## src/rtl/call_stack_ctrl.sv

```systemverilog
// Return-address stack: circular buffer with level counter, sticky overflow/underflow flags.
// Zero-latency top read; state updates on the edge; no backpressure (full pushes drop or overwrite).
module call_stack_ctrl #(
  parameter int ADDR_W    = 18,
  parameter int DEPTH     = 16,
  parameter bit OVERWRITE = 1'b0,
  parameter int LVL_W     = $clog2(DEPTH + 1)
) (
  input  logic              clk,
  input  logic              rst_n,
  input  logic              push,
  input  logic              pop,
  input  logic [ADDR_W-1:0] push_addr,
  input  logic              clr_err,
  output logic [ADDR_W-1:0] top_addr,
  output logic [LVL_W-1:0]  level,
  output logic              empty,
  output logic              full,
  output logic              overflow,
  output logic              underflow
);

  localparam int PTR_W = $clog2(DEPTH);
  localparam logic [LVL_W-1:0] LVL_MAX = LVL_W'(DEPTH);

  logic [ADDR_W-1:0] mem [DEPTH];
  logic [PTR_W-1:0]  wp;
  logic [PTR_W-1:0]  wp_nxt;
  logic [PTR_W-1:0]  top_ptr;
  logic [PTR_W-1:0]  wr_ptr;
  logic [LVL_W-1:0]  level_nxt;
  logic              wr_en;
  logic              set_ovf;
  logic              set_udf;

  assign empty    = (level == '0);
  assign full     = (level == LVL_MAX);
  assign top_ptr  = wp - PTR_W'(1);
  assign top_addr = empty ? '0 : mem[top_ptr];

  // Pointer arithmetic wraps modulo DEPTH, so a stack drained with wp != 0 needs no special case.
  always_comb begin
    wr_en     = 1'b0;
    wr_ptr    = wp;
    wp_nxt    = wp;
    level_nxt = level;
    set_ovf   = 1'b0;
    set_udf   = 1'b0;
    case ({push, pop})
      2'b10: begin
        if (!full) begin
          wr_en     = 1'b1;
          wp_nxt    = wp + PTR_W'(1);
          level_nxt = level + LVL_W'(1);
        end else begin
          set_ovf = 1'b1;
          if (OVERWRITE) begin
            wr_en  = 1'b1;
            wp_nxt = wp + PTR_W'(1);
          end
        end
      end
      2'b01: begin
        if (!empty) begin
          wp_nxt    = top_ptr;
          level_nxt = level - LVL_W'(1);
        end else begin
          set_udf = 1'b1;
        end
      end
      2'b11: begin
        if (!empty) begin
          // Replace-top: a RET immediately followed by a CALL in one cycle.
          wr_en  = 1'b1;
          wr_ptr = top_ptr;
        end else begin
          set_udf   = 1'b1;
          wr_en     = 1'b1;
          wp_nxt    = wp + PTR_W'(1);
          level_nxt = level + LVL_W'(1);
        end
      end
      default: ;
    endcase
  end

  always_ff @(posedge clk) begin
    if (!rst_n) begin
      wp        <= '0;
      level     <= '0;
      overflow  <= 1'b0;
      underflow <= 1'b0;
    end else begin
      wp        <= wp_nxt;
      level     <= level_nxt;
      overflow  <= set_ovf | (overflow & ~clr_err);
      underflow <= set_udf | (underflow & ~clr_err);
    end
  end

  always_ff @(posedge clk) begin
    if (rst_n && wr_en) begin
      mem[wr_ptr] <= push_addr;
    end
  end

endmodule

```

## config.mk

```make
export PLATFORM = sky130hd
export DESIGN_NAME = call_stack_ctrl
export DESIGN_NICKNAME = d
export VERILOG_FILES = /design/src/rtl/call_stack_ctrl.sv
export SDC_FILE = /design/constraint.sdc
export NUM_CORES = 1
export LEC_CHECK = 0
export ABC_AREA = 1
export ABC_CLOCK_PERIOD_IN_PS = 2700
export CORE_ASPECT_RATIO = 0.6
export CORE_MARGIN = 3
export CORE_UTILIZATION = 50
export DETAILED_ROUTE_END_ITERATION = 7
export PLACE_DENSITY = 0.68
export SLEW_MARGIN = 10
export SYNTH_ARGS = -nofsm -noshare
export SYNTH_HDL_FRONTEND = slang
export SYNTH_SLANG_ARGS = --single-unit
```

## constraint.sdc

```tcl
create_clock -name clk -period 2.7 [get_ports clk]
set_input_delay 0.81 -clock clk [delete_from_list [all_inputs] [get_ports clk]]
set_output_delay 0.81 -clock clk [all_outputs]
set_load 0.02 [all_outputs]
```

Word-level counts from Yosys, hierarchy flattened --
Memory sizes are Yosys's and may differ from the RTL's. Index checks and enable logic that the tools add are counted.
Storage, ports and cells: bits in read-only memories 0, bits in latches 0, memory bits (writable) 288, input bits 23, register bits after elaboration 11, memories kept 1
Memories:
- mem | depth 16, bits a word 18, read ports 1, clocked after memory_dff 0, write ports 1, line 26 | logic [ADDR_W-1:0] mem [DEPTH];
Cells by class: reductions and logical operators 6, muxes and demuxes 18, bitwise operators 5, shift operators 0, equality and inequality tests 7, $mul 0, order comparisons 0, divide/modulo/power cells 0, add/subtract/negate cells 4
Operator list (number):
- 2-to-1 mux 18 bit | 1
- 2-to-1 mux 4 bit | 4
- 2-to-1 mux 5 bit | 3
- case mux 5 bit (3 select lines) | 1
- case mux 4 bit (3 select lines) | 1
- 2-to-1 mux 1 bit | 7
- != test 2 bit, second input constant | 3
- adder 5 x 1 -> 5 bit, second input constant | 1
- == test 5 bit, second input constant | 1
- logical NOT 5 bit | 1
- subtractor 5 x 1 -> 5 bit, second input constant | 1
- adder 4 x 1 -> 4 bit, second input constant | 1
- == test 2 bit, second input constant | 2
- AND reduction 4 bit | 1
- subtractor 4 x 1 -> 4 bit, second input constant | 1
- AND reduction 3 bit | 1
- nonzero test 3 bit | 1
- AND 1 bit | 2
- == test 2 x 1 -> 1 bit, second input constant | 1
- bitwise OR 1 bit | 2
- case mux 1 bit (2 select lines) | 1
- OR reduction 2 bit | 1
- logical AND 1 bit | 1
- NOT 1 bit | 1

Logic depth before layout (Yosys ltp) --
Gate-level depths: netlist of the first run.
depth in word-level cells 6, gate-level depth with buffers 13, gate-level depth less buffers 10

Worst setup path before layout of the first run --
OpenSTA, ideal clock, no wires.
path type flip-flop to output port, from register wp[0], to output top_addr[6], stages on the path, launching flop included 14, buffers on the path 6, data required time 1890 ps, slack -247 ps, data arrival time 2137 ps, path through dfxtp_1 -> buf_2 -> inv_2 -> buf_6 -> buf_6 -> buf_6 -> ha_1 -> buf_2 -> buf_2 -> nor2_1 -> o21ai_0 -> nand3_1 -> nand2_1 -> o22ai_1
On the way: cells in the longest elaborated chain, start to end 3
Ends and longest elaborated chain:
- from (decl) | line 27 | logic [PTR_W-1:0] wp;
- from (signal assigned) | line 94 | wp <= wp_nxt;
- subtractor 4 x 1 -> 4 bit | line 38 | assign top_ptr = wp - PTR_W'(1);
- memory (16 x 18 bit)
- 2-to-1 mux 18 bit | line 39 | assign top_addr = empty ? '0 : mem[top_ptr];
- to (decl) | line 15 | output logic [ADDR_W-1:0] top_addr,
Every way passes these cells.

Worst setup path after layout of the first run --
from register wp[0], to output top_addr[11]
The elaborated chain is that of the path after synthesis.

==> summary.txt, run 1 <==
Power
  – Worst VDD drop: 0.539 mV
  – LEAKAGE: 6.05 nW
  – Power Density: 963 mW/mm^2
  – Total power: 15.8 mW

Yosys
  – Register area share after synthesis: 70.6%
  – Syn. warnings: 0
  – Post-synth EDFFs: 288
  – Synth Area in Adders: 0.658%
  – FF+latch count, synth: 299
  – XOR/XNOR share of the synthesized area: 0.359%
  – Syn nets: 1123
  – Main synth FF type: edfxtp_1
  – Syn Area/Cell: 11.5 um^2
  – Largest family of logic cells by synthesized area: simple AND/OR/NAND/NOR gates
  – Proportion of synthesized area in mux cells: 0%
  – Mapped Area: 0.0126 mm^2
  – Mapped Cells: 1094
  – Post-synth ARST share: 0%
  – Post-Synth Simple-Gate Area: 20.8%
  – Compound-cell area share of the yosys netlist: 4.12%
  – Netlist cell types: 32

Detailed routing
  – Post-route ant nets: 0
  – Routed length per instance: 21.9 um
  – Initial DRC count: 1009
  – Remaining DRCs: 0
  – Post-Route WL: 34.6 mm
  – Drt pass-1 iters: 5
  – Via density: 5.66
  – Routed vias: 8949

Placed design
  – RD Place Congestion: 0.838
  – Port bufs: 49
  – Hpwl dp: 20.3 mm
  – Pre-CTS setup slack: -0.343 ns

Setup path
  – Largest stage delay on the critical path: 0.36 ns
  – CP required: 1.89 ns
  – CP startpoint kind: flop
  – CP startpoint: wp[0]
  – Critical path endpoint category: output pin
  – Critical path peak fanout: 6
  – Worst Path Buf+Inv: 5
  – Crit-path cells: inv_4 > ha_4 > buf_12 > buf_12 > buf_16 > nand3_1 > nand2_1 > nand2_1 > nand2_2 > o22ai_4 > buf_6
  – CP max-delay cell: dfxtp_4
  – Reg2Reg Launch Point: wp[0]
  – CP Class: reg -> out
  – Top delay family on crit path: buffers and inverters
  – Crit path arrival time: 2.36 ns

Timing
  – Final setup fails: 18
  – Slew margin rel.: 54.7%
  – RSZ-0062 raised after global routing: yes
  – Max Freq: 315 MHz
  – Worst setup margin: -0.473 ns
  – Final setup skew: 0.0162 ns
  – Max-slew violations: 0
  – Min Clock Period, post-route: 3.17 ns
  – Least-Margin Pin Slew: 0.678 ns
  – Final Cycle Share: 118%
  – Setup Total Neg Slack: -6.37 ns
  – Final Hold Viols: 0

Status
  – Status: complete, but fails checks
  – Failing checks: negative setup slack

Global route
  – Total GRT Usage: 25.0%
  – Vias in the first global route: 8450
  – Grt total ovfl: 0
  – Initial antenna violation count: 0
  – Largest net degree at the start of global routing: 54
  – First-pass GRT wire length: 51.2 mm

Flow run
  – Max Cap Viol: 0

Floorplan
  – Core area: 0.0244 mm^2
  – Initial Util: 51.4%
  – Die Area: 0.0271 mm^2
  – Core Rows: 44
  – Chip Width: 211 um
  – Die Ht: 129 um
  – I/O Pins: 50

Cells and area
  – Final Net Count: 1269
  – Layout cell share with drive strength beyond 1: 28.5%
  – Fillers: 1737
  – Area growth from synthesis to layout: 30.5%
  – # diodes: 0

Clock tree
  – Total CTS buffers: 28
  – Clk slew on worst S/H paths: 0.06 ns
  – Clock buffer depth: 3
  – Clk sinks: 299
  – Cts hold-fix bufs: 0
  – TritonCTS clock tree: done
  – Clock Tree Root: clkbuf_16
  – Clk Latency, worst-skew pair: 0.56 ns
  – # H-tree levels: 1

Hold path
  – Type of the worst min-delay path: reg -> reg
  – HP Start: overflow
power by group:
| part | leakage (nW) | internal (mW) | switching (mW) |
|---|---|---|---|
| clock | 0.448 | 2.24 | 1.69 |
| sequential | 2.69 | 5.23 | 0.0493 |
| combinational | 2.91 | 2.87 | 3.70 |
routing by layer:
| metal | up-vias | track usage [%] | part of all wire, % |
|---|---|---|---|
| met5 | - | 0 | 0 |
| met2 | 457 | 36.1 | 43 |
| li1 | 4116 | - | - |
| met1 | 4330 | 38.8 | 44 |
| met3 | 46 | 5.99 | 10 |
| met4 | 0 | 5.74 | 1.9 |
stage by stage:
stage,utilization [%],hold slack (ns),instances,cell area [um^2]
4_1_cts,65.7,0.473,1575,16100
3_3_place_gp,59.3,0.455,1507,14500
3_5_place_dp,59.3,0.463,1507,14500
5_1_grt,67.0,0.501,1581,16400
6_report,67.0,0.470,1581,16400
2_1_floorplan,-,0.540,1094,12700
cells by family (layout without fill, tap and decap cells):
logic type | count (synthesis) | after routing
AOI/OAI and AO/OA | 87 | 87
xor gates and xnor gates | 3 | 3
adders and majority gates | 6 | 6
buffers and inverters | 86 | 251
DFF | 299 | 299
and+or+nand+nor | 613 | 613
final timing paths:
| path | slack, ns | end | cells past startpoint |
|---|---|---|---|
| max | -0.47 | top_addr[11] | 11 |
| min | 0.47 | overflow | 2 |
| max reg2reg | 0.33 | mem[14][9] | 10 |
| min reg2reg | 0.47 | overflow | 2 |
synth_stat cells (6+ instances only):
library cell	n	share of area [%]
edfxtp_1	288	69
a21oi_1	34	1.4
o22ai_2	9	0.90
nor2_1	90	2.7
clkbuf_1	8	0.24
buf_6	6	0.54
inv_1	16	0.48
inv_2	11	0.33
o21ai_0	35	1.4
dfxtp_1	11	1.8
buf_4	6	0.36
buf_2	32	1.3
nand3_1	161	6.4
buf_1	7	0.21
nand2_1	339	10
flip-flops by register name (all words and copies together) (netlist names):
name / cells
mem: 288
overflow: 1
level: 5
underflow: 1
wp: 4
placed cells by master, fill, tap and decap left out, types with 3 or more instances in the layout:
| master | synthesis | routed |
|---|---|---|
| nand2_1 | 339 | 314 |
| edfxtp_1 | 288 | 288 |
| nand3_1 | 161 | 116 |
| buf_4 | 6 | 74 |
| nor2_1 | 90 | 68 |
| nand3_2 | 0 | 44 |
| clkbuf_16 | 0 | 33 |
| buf_12 | 0 | 32 |
| nand2_2 | 5 | 30 |
| clkdlybuf4s50_1 | 0 | 29 |
| a21oi_2 | 1 | 24 |
| buf_6 | 6 | 23 |
| o21ai_0 | 35 | 22 |
| nor2_2 | 1 | 20 |
| inv_1 | 16 | 15 |
| o21ai_1 | 2 | 13 |
| o22ai_4 | 0 | 13 |
| buf_16 | 0 | 11 |
| inv_2 | 11 | 9 |
| dfxtp_1 | 11 | 9 |
| clkinv_2 | 0 | 8 |
| nor2_4 | 4 | 7 |
| a21oi_1 | 34 | 6 |
| nand4_1 | 5 | 5 |
| a21oi_4 | 0 | 5 |
| ha_1 | 5 | 4 |
| o21ai_2 | 1 | 3 |
| and3_4 | 0 | 3 |
| clkbuf_1 | 8 | 3 |
| bufinv_16 | 0 | 3 |
| clkinv_1 | 0 | 3 |
final cells by class:
type                    count  area [um^2]  share of cell area (%)
repair buffers            175         2170                    13.2
clock inverters            17          166                    1.02
flip-flops and latches    299         8870                    54.1
inverters                  27          115                   0.702
well taps                 322          403                    2.46
clock buffers              32          737                    4.50
multi-input cells         709         3930                    24.0
tightest hold or removal path, delay by kind of cell, from the launching register on:
kind	cells	cell delay (ns)
flip-flops	1	0.31
AND/OR/NAND/NOR	1	0.06
AO/OA/AOI/OAI	1	0.06
timing repair:
item | 4_1_cts | 5_1_grt
buffers inserted | 12 | 3
cloned | 7 | 4
pin swaps | 21 | 26
resized for setup | 198 | 55
setup endpoints to repair | 20 | 18
Note: power is estimated with default switching activity, not from simulation.
==> run 2: changes to the inputs <==
--- a/config.mk
+++ b/config.mk
@@ -11,7 +11,8 @@
 export CORE_MARGIN = 3
 export CORE_UTILIZATION = 50
 export DETAILED_ROUTE_END_ITERATION = 7
-export PLACE_DENSITY = 0.68
+export DONT_BUFFER_PORTS = 1
+export PLACE_DENSITY = 0.66
 export SLEW_MARGIN = 10
 export SYNTH_ARGS = -nofsm -noshare
 export SYNTH_HDL_FRONTEND = slang
==> run 2 against run 1 <==
The run still ends with negative setup slack left. Maximum frequency grew 5.4%. Sequential power about the same. Die area stayed put. Register-to-register slack better by 0.11 ns. Power decreased by 11%. Cell count down 6.5%. Sequential share of layout area increased by 5.7 points. Clock-buffer cell count grew 7. Utilization shrank 6.4 points. Critical path type unchanged. Critical endpoint unchanged. Highest routed layer unchanged.
==> summary.txt, run 2 (synthesized netlist as in run 1, its figures left out) <==
Global route
  – Vias in the first global route: 7950 (was 8450)
  – Total GRT Usage: 24.8% (was 25.0%)
  – Initial antenna violation count: 0 (unchanged)
  – Grt total ovfl: 0 (unchanged)
  – First-pass GRT wire length: 50.3 mm (was 51.2 mm)
  – Largest net degree at the start of global routing: 51 (was 54)

Placed design
  – Cell Count Post-Placement: 1416 (was 1507)
  – Pre-CTS setup slack: 0.173 ns (was -0.343 ns)
  – RD Place Congestion: 0.841 (was 0.838)
  – Hpwl dp: 18.8 mm (was 20.3 mm)
  – Port bufs: 0 (was 49)
  – Area after DPL: 0.0134 mm^2 (was 0.0145 mm^2)

Clock tree
  – Cts hold-fix bufs: 0 (unchanged)
  – Clk Latency, worst-skew pair: 0.54 ns (was 0.56 ns)
  – # H-tree levels: 1 (unchanged)
  – Clk sinks: 299 (unchanged)
  – Total CTS buffers: 27 (was 28)
  – TritonCTS clock tree: done (unchanged)
  – Clk slew on worst S/H paths: 0.07 ns (was 0.06 ns)
  – Clock buffer depth: 3 (unchanged)
  – Clock Tree Root: clkbuf_16 (unchanged)

Timing
  – Max Freq: 332 MHz (was 315 MHz)
  – Worst setup margin: -0.311 ns (was -0.473 ns)
  – Final Hold Viols: 0 (unchanged)
  – Max-slew violations: 0 (unchanged)
  – Final setup skew: 0.00717 ns (was 0.0162 ns)
  – Slew margin rel.: 75.1% (was 54.7%)
  – Final setup fails: 18 (unchanged)
  – Least-Margin Pin Slew: 0.383 ns (was 0.678 ns)
  – RSZ-0062 raised after global routing: yes (unchanged)
  – Final Cycle Share: 112% (was 118%)
  – Min Clock Period, post-route: 3.01 ns (was 3.17 ns)
  – Hold slack: 0.363 ns (was 0.470 ns)

Detailed routing
  – Routed vias: 8449 (was 8949)
  – Drt pass-1 iters: 5 (unchanged)
  – Remaining DRCs: 0 (unchanged)
  – Via density: 5.71 (was 5.66)
  – Post-Route WL: 33.3 mm (was 34.6 mm)
  – Routed length per instance: 22.5 um (was 21.9 um)
  – Post-route ant nets: 0 (unchanged)
  – Initial DRC count: 1143 (was 1009)

Cells and area
  – Largest regs: mem: 288 flops, level: 5 flops, wp: 4 flops (unchanged)
  – Number of flip-flops in the largest register: 288 (unchanged)
  – Layout cell share with drive strength beyond 1: 19.4% (was 28.5%)
  – Area growth from synthesis to layout: 18.0% (was 30.5%)
  – Most frequent cells in the layout: 326 x nand2_1, 288 x edfxtp_1, 152 x nand3_1, 68 x nor2_1, 47 x buf_4 (was 314 x nand2_1, 288 x edfxtp_1, 116 x nand3_1, 74 x buf_4, 68 x nor2_1)
  – Fillers: 1899 (was 1737)
  – Commonest non-fill, non-tap cell in the layout: nand2_1 (unchanged)
  – Final design utilization: 60.6% (was 67.0%)
  – Final std cells w/o fill: 1479 (was 1581)
  – # diodes: 0 (unchanged)
  – Most flop-heavy register: mem (unchanged)
  – Post-route cell area: 0.0148 mm^2 (was 0.0164 mm^2)
  – Final Net Count: 1167 (was 1269)

Floorplan
  – Core area: 0.0244 mm^2 (unchanged)
  – Chip Width: 211 um (unchanged)
  – I/O Pins: 50 (unchanged)
  – Core Rows: 44 (unchanged)
  – Die Area: 0.0271 mm^2 (unchanged)
  – Initial Util: 51.4% (unchanged)
  – Die Ht: 129 um (unchanged)

Setup path
  – Critical path endpoint category: output pin (unchanged)
  – Critical path peak fanout: 17 (was 6)
  – CP Class: reg -> out (unchanged)
  – CP startpoint kind: flop (unchanged)
  – Crit path arrival time: 2.20 ns (was 2.36 ns)
  – CP required: 1.89 ns (about the same)

Power
  – LEAKAGE: 5.36 nW (was 6.05 nW)
  – Worst VDD drop: 0.493 mV (was 0.539 mV)
  – Power Density: 948 mW/mm^2 (was 963 mW/mm^2)

Status
  – Status: complete, but fails checks (unchanged)
  – Failing checks: negative setup slack (unchanged)

Hold path
  – Type of the worst min-delay path: in -> reg (was reg -> reg)

Flow run
  – Max Cap Viol: 0 (unchanged)
==> run 2: cell types whose count changed in the layout (fill, tap and decap cells not counted), moves of 9 or more <==
cell             change
buf_12              -19
buf_6               -18
buf_4               -27
clkdlybuf4s50_1     -29
nand3_2             -35
nand2_2             -12
a21oi_1              +9
o21ai_0             +10
nand3_1             +36
nand2_1             +12
==> run 2: worst max-delay path: stages (launching register included) <==
cell and delay, ns:
dfxtp_4 0.37, inv_6 0.05, ha_4 0.32, inv_8 0.08, buf_12 0.16, nand3_1 0.15, a21oi_1 0.09, buf_4 0.14
o22ai_4 0.28
==> run 2: path summary, 6_finish.rpt <==
kind	from	endpoint	slack, ns	cells after the start
worst max-delay path	wp[0]	top_addr[11]	-0.31	8
worst min-delay path	push_addr[15]	mem[10][15]	0.36	0
worst max register to register	wp[0]	mem[5][5]	0.44	8
worst min register to register	underflow	underflow	0.58	2
==> run 2: layout make-up <==
class,count,area (um^2),share of cell area (%)
Tap cell,322,403,2.72
Clock buffer,39,762,5.14
Timing Repair Buffer,74,920,6.21
Inverter,27,114,0.768
Clock inverter,9,121,0.819
Multi-Input combinational cell,709,3620,24.5
Sequential cell,299,8870,59.9
==> run 2: metrics by stage <==
step                      TNS, ns  total power [mW]
after global placement          0              9.57
after CTS                   -4.48              13.9
after global routing        -6.06              14.6
after floorplan            -11.32              8.36
after detailed placement        0              9.62
final                       -4.58              14.0
==> run 2: timing repair <==
item                       in CTS  in global routing
buffers inserted               12                  0
gates resized for setup        50                 24
pin swaps                      16                  9
cloned                          5                  1
setup endpoints to repair      18                 18
==> run 2: metal layers <==
metal  share of wire, %  global-route usage, %
met1                 45                   38.5
met2                 41                   34.6
met3                 11                   6.80
met4                2.5                   6.41
met5                  0                      0
==> run 2: power by group <==
| part | switching [mW] | leakage [nW] | internal, mW |
|---|---|---|---|
| combinational | 3.14 | 2.24 | 1.73 |
| sequential | 0.0589 | 2.69 | 5.23 |
| clock | 1.64 | 0.432 | 2.24 |
| total | 4.84 | 5.36 | 9.21 |
==> run 3: changes to the inputs <==
--- a/config.mk
+++ b/config.mk
@@ -10,8 +10,10 @@
 export CORE_ASPECT_RATIO = 0.6
 export CORE_MARGIN = 3
 export CORE_UTILIZATION = 50
+export CTS_CLUSTER_DIAMETER = 100
 export DETAILED_ROUTE_END_ITERATION = 7
 export DONT_BUFFER_PORTS = 1
+export GPL_ROUTABILITY_DRIVEN = 0
 export PLACE_DENSITY = 0.66
 export SLEW_MARGIN = 10
 export SYNTH_ARGS = -nofsm -noshare
==> results of run 3 <==
Same layout as run 2: the final DEF is identical, and so are final timing and power.
==> patch: new RTL, config.mk and constraints of run 1 <==
Register the output `overflow` once more; this adds one clock of latency there. The other outputs are not delayed to match.
--- a/src/rtl/call_stack_ctrl.sv
+++ b/src/rtl/call_stack_ctrl.sv
@@ -22,6 +22,8 @@
 
   localparam int PTR_W = $clog2(DEPTH);
   localparam logic [LVL_W-1:0] LVL_MAX = LVL_W'(DEPTH);
+
+  logic overflow_s0;
 
   logic [ADDR_W-1:0] mem [DEPTH];
   logic [PTR_W-1:0]  wp;
@@ -88,12 +90,12 @@
     if (!rst_n) begin
       wp        <= '0;
       level     <= '0;
-      overflow  <= 1'b0;
+      overflow_s0 <= 1'b0;
       underflow <= 1'b0;
     end else begin
       wp        <= wp_nxt;
       level     <= level_nxt;
-      overflow  <= set_ovf | (overflow & ~clr_err);
+      overflow_s0 <= set_ovf | (overflow_s0 & ~clr_err);
       underflow <= set_udf | (underflow & ~clr_err);
     end
   end
@@ -104,5 +106,9 @@
     end
   end
 
+  always_ff @(posedge clk) begin
+    overflow <= overflow_s0;
+  end
+
 endmodule
 
Function: no difference found for any inputs over 4 cycles, from zero or initial values and one cycle with rst_n low; that may be too few to reach the edited logic, so the function may still have changed.
==> patch against run 1 <==
  * The flow still finishes with violations (negative setup slack)
  * Synthesized area is 0.16% higher
  * Wire length down 3.8%
  * Critical path depth fell by 3
  * Largest power group unchanged
  * Largest cell class unchanged
  * Register-to-register slack gained 0.14 ns
  * Critical endpoint unchanged
  * Worst hold slack worse by 0.10 ns
  * Power down 4.0%
  * Cell area is 2.6% lower
  * Sequential cell count is 1 higher
  * Setup slack improved by 0.066 ns
==> patch: results (changes against run 1) <==
- Ranking of synthesized cells by area: edfxtp_1 (69%), nand2_1 (10%), nand3_1 (6.4%)
- Pre-CTS worst setup slack: -0.254 ns (+0.0889 ns)
- Hold Crit Start: overflow_s0
- Routed met3 length: 3220 um (-11%)
- CP peak stage delay: 0.33 ns (-0.03 ns)
- Vias after detailed routing: 8876 (-0.82%)
- Vias in the first global route: 8284 (-2.0%)
- Final #Nets: 1262 (-0.55%)
- Setup slack after layout: -0.407 ns (+0.0659 ns)
- Post-Place Cell Area: 14500 sq um (+0.10%)
- Setup TNS: -6.06 ns (+0.303 ns)
- Seq/Total Area, Yosys: 0.707 (about the same)
- Worst Setup SP: wp[1]
- Initial antenna violation count: 1 (+1)
- Setup bufs post-CTS: 5 (-7)
- Detailed Route Iter0 Violations: 1184 (+17%)
- Post-cts gate resize count: 172 (-13%)
- Met2 routed WL: 14400 um (-4.1%)
- Setup violations, final: 18 (unchanged)
- Met1 usage: 0.384 (-0.00358)
- Port-buffer cells: 49 (unchanged)
- Top sig layer: met5
- Gr usage total: 0.246 (-0.00466)
- EDFF count, synth: 288 (unchanged)
- Met3 Use GR: 0.0465 (-0.0134)
- M2 GR Usage: 0.361 (+0.000765)
- Clock skew: 0.0394 ns (+0.0233 ns)
- Slew HR: 0.546 (-0.000773)
- Pleak: 5.87 nW (-2.9%)
- M1 WL: 14900 um (-2.4%)
- Violated checks: negative setup slack
- Pin count of the biggest net entering global routing: 56 (+3.7%)
- Global-route wire length before repair: 50600 um (-1.2%)
- Status: finished with violations
- DP Wirelength: 20100 um (-0.88%)
- CP max-delay cell: dfxtp_2
- Syn_area_per_cell: 11.5 sq um (about the same)
- Routed len/inst: 21.1 um (-3.5%)
- Worst Path Max Fanout: 24 (+18)
- Final GP Congestion: 0.839 (+0.16%)
- Synth Area in XOR/XNOR: 0.00358 (-0.00000571)
- Via/cell ratio: 5.63 (-0.56%)
- Critical Path AT: 2.30 ns (-0.06 ns)
- Worst vdd ir: 0.000521 V (-3.3%)
- Complex-gate fraction of the synthesized area: 0.0411 (-0.0000655)
==> patch: cell type report <==
class | instances | area (sq um)
clock buffers | 33 | 719
clock inverters | 19 | 169
fillers | 1827 | 8490
inverters | 27 | 111
multi-input cells | 709 | 3700
flip-flops and latches | 300 | 8890
well taps | 322 | 403
repair buffers | 167 | 1950
==> patch: power by group <==
part           total (mW)  switching, mW  internal (mW)
clock                3.84           1.72           2.11
combinational        6.02           3.43           2.59
sequential           5.30         0.0522           5.25
total                15.1           5.21           9.94
==> patch: critical path: cells and delay by family, from the launching register on <==
family,cells,cell delay (ns)
DFF,1,0.33
AOI/OAI and AO/OA,2,0.37
and+or+nand+nor,1,0.14
adders and majority gates,1,0.32
buffers and inverters,4,0.53
==> patch: path summary, 6_finish.rpt <==
kind,end,slack (ns),cells after the start
max,top_addr[11],-0.41,8
min,overflow,0.37,0
max reg2reg,mem[8][6],0.47,9
min reg2reg,overflow,0.37,0
